### src/rtl/rob_pkg.sv
// rtl/rob_pkg.sv - shared entry-type encodings and default widths for the reorder buffer
package rob_pkg;

    localparam int ROB_WIDTH_DEF    = 4;
    localparam int ROB_OP_WIDTH_DEF = 2;
    localparam int NUM_WB_DEF       = 2;
    localparam int COMMIT_WIDTH_DEF = 2;
    localparam int FULL_MARGIN_DEF  = 2;

    localparam logic [1:0] ROB_OP_REG    = 2'b00;
    localparam logic [1:0] ROB_OP_BRANCH = 2'b01;
    localparam logic [1:0] ROB_OP_STORE  = 2'b10;
    localparam logic [1:0] ROB_OP_NOP    = 2'b11;

endpackage

### src/rtl/rob_commit_select.sv
// rtl/rob_commit_select.sv - head-window scan producing the per-slot in-order retire mask
//
// Ports:
//  winValid/winReady  per-slot valid and ready of entries head+0 .. head+COMMIT_WIDTH-1
//  winType            per-slot entry type, slot k at [k*ROB_OP_WIDTH +: ROB_OP_WIDTH]
//  storeAck           load/store buffer accepted the head store this cycle
//  retire             contiguous-from-slot-0 mask of entries that retire on the next edge
module rob_commit_select
    import rob_pkg::*;
#(
    parameter int COMMIT_WIDTH = COMMIT_WIDTH_DEF,
    parameter int ROB_OP_WIDTH = ROB_OP_WIDTH_DEF
) (
    input  logic [COMMIT_WIDTH-1:0]              winValid,
    input  logic [COMMIT_WIDTH-1:0]              winReady,
    input  logic [COMMIT_WIDTH*ROB_OP_WIDTH-1:0] winType,
    input  logic                                 storeAck,
    output logic [COMMIT_WIDTH-1:0]              retire
);

    logic                    go;
    logic                    serial;
    logic [ROB_OP_WIDTH-1:0] slotType;

    always_comb begin
        retire   = '0;
        go       = 1'b1;
        serial   = 1'b0;
        slotType = '0;
        for (int k = 0; k < COMMIT_WIDTH; k++) begin
            slotType = winType[k*ROB_OP_WIDTH +: ROB_OP_WIDTH];
            // Branches and stores have side effects resolved at the head, so they
            // may only leave from slot 0 and nothing behind them goes in the same group.
            serial   = (slotType == ROB_OP_WIDTH'(ROB_OP_BRANCH)) ||
                       (slotType == ROB_OP_WIDTH'(ROB_OP_STORE));
            if (!go || !winValid[k] || !winReady[k]) begin
                go = 1'b0;
            end else if (k == 0) begin
                if (slotType == ROB_OP_WIDTH'(ROB_OP_STORE) && !storeAck) begin
                    go = 1'b0;
                end else begin
                    retire[k] = 1'b1;
                    if (serial) go = 1'b0;
                end
            end else if (serial) begin
                go = 1'b0;
            end else begin
                retire[k] = 1'b1;
            end
        end
    end

endmodule

### src/rtl/rob_multi_commit.sv
// rtl/rob_multi_commit.sv - reorder buffer with multi-channel writeback, multi-slot commit and store handshake
//
// Ports:
//  clockIn, resetIn                 clock, asynchronous active-high reset
//  clear, newPc                     one-cycle flush pulse and restart PC on branch mispredict
//  wbValid/wbRobIndex/wbValue/wbJump writeback channels (higher channel wins on index clash)
//  addValid/addType/addReady/addValue/addPredJump/addDest/addAltPc  allocation at index next
//  full, next, freeCount            allocation status
//  rsNDep -> rsNReady/rsNValue      operand lookup with same-cycle writeback forwarding
//  regUpdateValid/Dest/regValue/regUpdateRobId  registered register-file commit, one slot per retirement
//  storeCommitValid/RobId/Ack       head store handshake with the load/store buffer
//  robBeginId, beginValid           head index and non-empty flag
module rob_multi_commit
    import rob_pkg::*;
#(
    parameter int ROB_WIDTH    = ROB_WIDTH_DEF,
    parameter int ROB_OP_WIDTH = ROB_OP_WIDTH_DEF,
    parameter int NUM_WB       = NUM_WB_DEF,
    parameter int COMMIT_WIDTH = COMMIT_WIDTH_DEF,
    parameter int FULL_MARGIN  = FULL_MARGIN_DEF
) (
    input  logic                           clockIn,
    input  logic                           resetIn,
    output logic                           clear,
    output logic [31:0]                    newPc,
    input  logic [NUM_WB-1:0]              wbValid,
    input  logic [NUM_WB*ROB_WIDTH-1:0]    wbRobIndex,
    input  logic [NUM_WB*32-1:0]           wbValue,
    input  logic [NUM_WB-1:0]              wbJump,
    input  logic                           addValid,
    input  logic [ROB_OP_WIDTH-1:0]        addType,
    input  logic                           addReady,
    input  logic [31:0]                    addValue,
    input  logic                           addPredJump,
    input  logic [4:0]                     addDest,
    input  logic [31:0]                    addAltPc,
    output logic                           full,
    output logic [ROB_WIDTH-1:0]           next,
    output logic [ROB_WIDTH:0]             freeCount,
    input  logic [ROB_WIDTH-1:0]           rs1Dep,
    input  logic [ROB_WIDTH-1:0]           rs2Dep,
    output logic                           rs1Ready,
    output logic                           rs2Ready,
    output logic [31:0]                    rs1Value,
    output logic [31:0]                    rs2Value,
    output logic [COMMIT_WIDTH-1:0]        regUpdateValid,
    output logic [COMMIT_WIDTH*5-1:0]      regUpdateDest,
    output logic [COMMIT_WIDTH*32-1:0]     regValue,
    output logic [COMMIT_WIDTH*ROB_WIDTH-1:0] regUpdateRobId,
    output logic                           storeCommitValid,
    output logic [ROB_WIDTH-1:0]           storeCommitRobId,
    input  logic                           storeCommitAck,
    output logic [ROB_WIDTH-1:0]           robBeginId,
    output logic                           beginValid
);

    localparam int ROB_SIZE = 1 << ROB_WIDTH;
    localparam int CNT_W    = ROB_WIDTH + 1;

    logic [ROB_SIZE-1:0]     entValid;
    logic [ROB_SIZE-1:0]     entReady;
    logic [ROB_SIZE-1:0]     entPred;
    logic [ROB_SIZE-1:0]     entAct;
    logic [ROB_OP_WIDTH-1:0] entType  [ROB_SIZE];
    logic [31:0]             entValue [ROB_SIZE];
    logic [4:0]              entDest  [ROB_SIZE];
    logic [31:0]             entAlt   [ROB_SIZE];

    logic [ROB_WIDTH-1:0]    beginPtr;
    logic [ROB_WIDTH-1:0]    endPtr;
    logic [CNT_W-1:0]        count;

    logic [ROB_WIDTH-1:0]              winIdx [COMMIT_WIDTH];
    logic [COMMIT_WIDTH-1:0]           winValid;
    logic [COMMIT_WIDTH-1:0]           winReady;
    logic [COMMIT_WIDTH*ROB_OP_WIDTH-1:0] winType;
    logic [COMMIT_WIDTH-1:0]           retire;
    logic [CNT_W-1:0]                  retireCnt;

    logic headOk;
    logic mispredict;
    logic addAccept;
    logic rs1Fwd, rs2Fwd;
    logic [31:0] rs1FwdVal, rs2FwdVal;

    always_comb begin
        winValid  = '0;
        winReady  = '0;
        winType   = '0;
        for (int k = 0; k < COMMIT_WIDTH; k++) begin
            winIdx[k] = beginPtr + ROB_WIDTH'(k);
            winValid[k] = entValid[winIdx[k]];
            winReady[k] = entReady[winIdx[k]];
            winType[k*ROB_OP_WIDTH +: ROB_OP_WIDTH] = entType[winIdx[k]];
        end
    end

    rob_commit_select #(
        .COMMIT_WIDTH (COMMIT_WIDTH),
        .ROB_OP_WIDTH (ROB_OP_WIDTH)
    ) u_select (
        .winValid (winValid),
        .winReady (winReady),
        .winType  (winType),
        .storeAck (storeCommitAck),
        .retire   (retire)
    );

    // The retire mask is contiguous from slot 0, so its popcount is the head advance.
    always_comb begin
        retireCnt = '0;
        for (int k = 0; k < COMMIT_WIDTH; k++) begin
            retireCnt = retireCnt + CNT_W'(retire[k]);
        end
    end

    assign headOk     = entValid[beginPtr] && entReady[beginPtr];
    assign mispredict = !clear && headOk &&
                        (entType[beginPtr] == ROB_OP_WIDTH'(ROB_OP_BRANCH)) &&
                        (entAct[beginPtr] != entPred[beginPtr]);
    assign addAccept  = addValid && !clear && (count != CNT_W'(ROB_SIZE));

    assign storeCommitValid = !clear && headOk &&
                              (entType[beginPtr] == ROB_OP_WIDTH'(ROB_OP_STORE));
    assign storeCommitRobId = storeCommitValid ? beginPtr : '0;

    assign freeCount  = CNT_W'(ROB_SIZE) - count;
    assign full       = freeCount <= CNT_W'(FULL_MARGIN);
    assign next       = endPtr;
    assign robBeginId = beginPtr;
    assign beginValid = (count != '0);

    // Ascending scan: the last matching channel (highest) supplies the forwarded value.
    always_comb begin
        rs1Fwd    = 1'b0;
        rs2Fwd    = 1'b0;
        rs1FwdVal = '0;
        rs2FwdVal = '0;
        for (int c = 0; c < NUM_WB; c++) begin
            if (wbValid[c] && wbRobIndex[c*ROB_WIDTH +: ROB_WIDTH] == rs1Dep) begin
                rs1Fwd    = 1'b1;
                rs1FwdVal = wbValue[c*32 +: 32];
            end
            if (wbValid[c] && wbRobIndex[c*ROB_WIDTH +: ROB_WIDTH] == rs2Dep) begin
                rs2Fwd    = 1'b1;
                rs2FwdVal = wbValue[c*32 +: 32];
            end
        end
    end

    assign rs1Ready = rs1Fwd || (entValid[rs1Dep] && entReady[rs1Dep]);
    assign rs2Ready = rs2Fwd || (entValid[rs2Dep] && entReady[rs2Dep]);
    assign rs1Value = rs1Fwd ? rs1FwdVal :
                      (entValid[rs1Dep] && entReady[rs1Dep]) ? entValue[rs1Dep] : 32'd0;
    assign rs2Value = rs2Fwd ? rs2FwdVal :
                      (entValid[rs2Dep] && entReady[rs2Dep]) ? entValue[rs2Dep] : 32'd0;

    always_ff @(posedge clockIn or posedge resetIn) begin
        if (resetIn) begin
            entValid       <= '0;
            entReady       <= '0;
            entPred        <= '0;
            entAct         <= '0;
            for (int i = 0; i < ROB_SIZE; i++) begin
                entType[i]  <= '0;
                entValue[i] <= '0;
                entDest[i]  <= '0;
                entAlt[i]   <= '0;
            end
            beginPtr       <= '0;
            endPtr         <= '0;
            count          <= '0;
            clear          <= 1'b0;
            newPc          <= '0;
            regUpdateValid <= '0;
            regUpdateDest  <= '0;
            regValue       <= '0;
            regUpdateRobId <= '0;
        end else begin
            clear          <= 1'b0;
            newPc          <= '0;
            regUpdateValid <= '0;
            regUpdateDest  <= '0;
            regValue       <= '0;
            regUpdateRobId <= '0;
            if (clear) begin
                // Flush cycle: the front end is restarting, drop everything presented.
            end else if (mispredict) begin
                clear    <= 1'b1;
                newPc    <= entAlt[beginPtr];
                entValid <= '0;
                beginPtr <= '0;
                endPtr   <= '0;
                count    <= '0;
            end else begin
                for (int c = 0; c < NUM_WB; c++) begin
                    if (wbValid[c] && entValid[wbRobIndex[c*ROB_WIDTH +: ROB_WIDTH]]) begin
                        entValue[wbRobIndex[c*ROB_WIDTH +: ROB_WIDTH]] <= wbValue[c*32 +: 32];
                        entReady[wbRobIndex[c*ROB_WIDTH +: ROB_WIDTH]] <= 1'b1;
                        entAct[wbRobIndex[c*ROB_WIDTH +: ROB_WIDTH]]   <= wbJump[c];
                    end
                end
                for (int k = 0; k < COMMIT_WIDTH; k++) begin
                    if (retire[k]) begin
                        entValid[winIdx[k]] <= 1'b0;
                        regUpdateValid[k]   <= (entType[winIdx[k]] == ROB_OP_WIDTH'(ROB_OP_REG)) &&
                                               (entDest[winIdx[k]] != 5'd0);
                        regUpdateDest[k*5 +: 5]                  <= entDest[winIdx[k]];
                        regValue[k*32 +: 32]                     <= entValue[winIdx[k]];
                        regUpdateRobId[k*ROB_WIDTH +: ROB_WIDTH] <= winIdx[k];
                    end
                end
                // Allocation is rejected at count==ROB_SIZE, so endPtr never aliases a retiring slot.
                if (addAccept) begin
                    entValid[endPtr] <= 1'b1;
                    entReady[endPtr] <= addReady;
                    entPred[endPtr]  <= addPredJump;
                    entAct[endPtr]   <= 1'b0;
                    entType[endPtr]  <= addType;
                    entValue[endPtr] <= addValue;
                    entDest[endPtr]  <= addDest;
                    entAlt[endPtr]   <= addAltPc;
                    endPtr           <= endPtr + 1'b1;
                end
                beginPtr <= beginPtr + ROB_WIDTH'(retireCnt);
                count    <= count + CNT_W'(addAccept) - retireCnt;
            end
        end
    end

endmodule

### config.mk
export PLATFORM = sky130hd
export DESIGN_NAME = rob_multi_commit
export DESIGN_NICKNAME = d
export VERILOG_FILES = /design/src/rtl/rob_pkg.sv /design/src/rtl/rob_commit_select.sv /design/src/rtl/rob_multi_commit.sv
export SDC_FILE = /design/constraint.sdc
export NUM_CORES = 2
export LEC_CHECK = 0
export BUFFER_PORTS_ARGS = -buffer_cell sky130_fd_sc_hd__buf_4
export CORE_MARGIN = 4
export CORE_UTILIZATION = 33
export CTS_BUF_LIST = sky130_fd_sc_hd__clkbuf_16
export CTS_CLUSTER_SIZE = 8
export DETAILED_ROUTE_END_ITERATION = 6
export SLEW_MARGIN = 25
export SYNTH_ARGS = -nofsm -noshare
export SYNTH_HDL_FRONTEND = slang
export SYNTH_HIERARCHICAL = 1
export SYNTH_SLANG_ARGS = --single-unit
### constraint.sdc
create_clock -name clockIn -period 49.5 [get_ports clockIn]
set_input_delay 9.9 -clock clockIn [delete_from_list [all_inputs] [get_ports clockIn]]
set_output_delay 9.9 -clock clockIn [all_outputs]
set_load 0.01 [all_outputs]
==> run metrics <==
status=finished with violations; failing checks=DRC; EDFF count, synth=0; synth warn=6; critical path fanouts, max=58; Slew HR=24.82%; share of layout cells above drive strength 1=between 30 and 40%; vias in the first global route=72584; required time of the worst setup path=approximately 40 ns; Syn Inst Count=7837; DRT iter0 DRCs=roughly 8500; First-pass DRT Iterations=7; WL final=~360 mm; H-Tree Depth=4; top-area cell type share of the netlist area=between 30 and 40%; cell area power density=between 70 and 80 nW/µm²; kind of end point of the critical path=output pin; DR vias=just over 70000; WP data arrival=about 14 ns; DIE AREA=between 200000 and 300000 µm²; Initial Utilization=33.16%; Post-DRT Antenna Nets=0; first-pass GRT wire length=~530 mm; #FFs+latches synth=~1300; max-cap viol count=0; fin crit period=~23 ns; Core Region=approximately 270000 µm²; post-detail-place hpwl=about 210 mm; RSZ-0062 raised after global routing=no; count of final setup violators=0; most common cell in the synthesized netlist=dfrtp_1; Via density=approximately 6.3; worst skew pair latency=approximately 0.86 ns; GP Congestion=slightly below 0.9; Yosys cell types=69; fmax=roughly 43 MHz; startpoint types=input pin; post-synth top area cell=dfrtp_1; I/O Pins=approximately 360; leakage power=45.41 nW; Die Span Y=about 530 µm; worst hold path type=flip-flop to flip-flop; CTS tree=built; hold buffers post-CTS=0; Area Overhead vs Synth=11.41%; Synth async-reset ratio=between 90% and 100%; Worst Clk Skew=roughly 0.054 ns; top cells by count, synth=dfrtp_1 (1330), mux2i_1 (965), mux4_2 (875), a21oi_1 (658), mux2_2 (606); Hold Worst Slack=~0.49 ns; detailed-route DRC error count=1; hold path cells=1; Synth Flop Type=dfrtp_1; global route overflow=0; setup tns final=0 ns; Seq/Total Area, Yosys=between 30 and 40%; antenna violations before repair=between 40 and 50; Sink Count=about 1300; CTS Buf Count=196; Max Buffers Root-to-Sink=4; Syn Area/Cell=11.58 µm²; clock-pin slew on the worst setup and hold paths=roughly 0.050 ns; Die W=roughly 530 µm; Post-CTS Setup Repair Bufs=0; largest net degree at the start of global routing=166; num rows=between 150 and 200; R2R cell count=18; register-to-register path setup slack=41.57 ns; root buffer cell=clkbuf_16; Worst VDD drop=0.06794 mV; CTS-repair resized insts=0; Final Power=7.371 mW; measured slew at the worst slew-check pin=between 1 and 1.5 ns; Cell Area, Synth=slightly above 90000 µm²; Crit Path Category=input pin to output pin; IO Port Bufs=approximately 360; fin crit share=about 47%; Syn Nets=around 8000; largest cells by area after synthesis=dfrtp_1 (37%), mux4_2 (22%), mux2i_1 (11%); DR WL/cell=between 30 and 40 µm; nets=approximately 7800; Final Max Slew Viols=0; Filler Cells Inserted=between 20000 and 30000; gr usage total=24.98%; Hold Vio Cnt, Final=0
[kinds of logic after synthesis]
family,count (synthesis),share of synthesized area (%)
mux,2528,40.91
buf+inv,1490,6.860
xor+xnor,32,0.3255
simple gates,949,4.736
fa+ha+maj,24,0.3476
flops,1330,36.69
compound gates,1484,10.14
[metal layers]
layer	share of wire [%]	track usage, %
met1	37	30.84
met2	45	39.01
met3	11	7.450
met4	6.8	14.13
met5	0.055	0
[registers in the layout, indices dropped and copies added (netlist names), 32 cells and up]
register  cells
entDest      80
entAlt      512
newPc        32
entValue    512
entType      32
regValue     64
[final timing paths]
check                                 to          start
hold reg to reg               entAlt[89]     entAlt[89]
min in group asynchronous    entAlt[232]        resetIn
hold / removal                entAlt[89]     entAlt[89]
setup / recovery             rs2Value[0]      rs2Dep[1]
max in group asynchronous  entValue[426]        resetIn
setup reg to reg                count[4]  robBeginId[0]
[power by group]
group	switching (mW)	total (mW)	internal (mW)
Sequential	0.579	2.21	1.63
Combinational	1.94	3.96	2.02
Clock	0.505	1.21	0.703
[final cells by class]
type | instances | area [µm²] | area share [%]
multi-input combinational | 5017 | 51790 | 51.24
sequential | 1330 | 33300 | 32.95
clock buffer | 199 | 4980 | 4.927
tap | 3589 | 4491 | 4.443
timing repair buffer | 534 | 4299 | 4.254
inverter | 532 | 2006 | 1.984
clock inverter | 25 | 148.9 | 0.1473
antenna | 23 | 57.56 | 0.05694
[cells in the final DEF (no fill, tap or decap), types with 23 or more instances in the layout]
master and n:
dfrtp_1 1325, mux2i_1 965, mux4_2 875, a21oi_1 658, mux2_2 606, inv_1 543, buf_4 506, a211oi_1 461
nor2_1 458, nand2_1 215, clkbuf_16 199, o21ai_0 150, nor2b_1 83, mux2_1 82, and3_1 38, nor3b_1 37
o221ai_1 36, o22a_1 36, o22ai_1 36, diode_2 23
[critical path, cell delays in order]
cell     delay (ns)
buf_6          0.31
buf_4          0.76
buf_4          0.78
mux4_2         0.41
mux4_2         0.47
nand2_1        0.08
o22ai_1        0.21
mux2_2         0.40
buf_4          0.15
[per-stage QoR]
step	util (%)	setup WS [ns]	instance area [µm²]	instances
finish	36.94	26.01	101100	11249
global route	36.92	25.70	101000	11234
CTS	36.87	26.06	100900	11222
detailed placement	34.99	26.06	95740	10998
global placement	34.95	26.12	95640	10994
floorplan	-	2.108	90720	7837
Note: power is estimated with default switching activity, not from simulation.
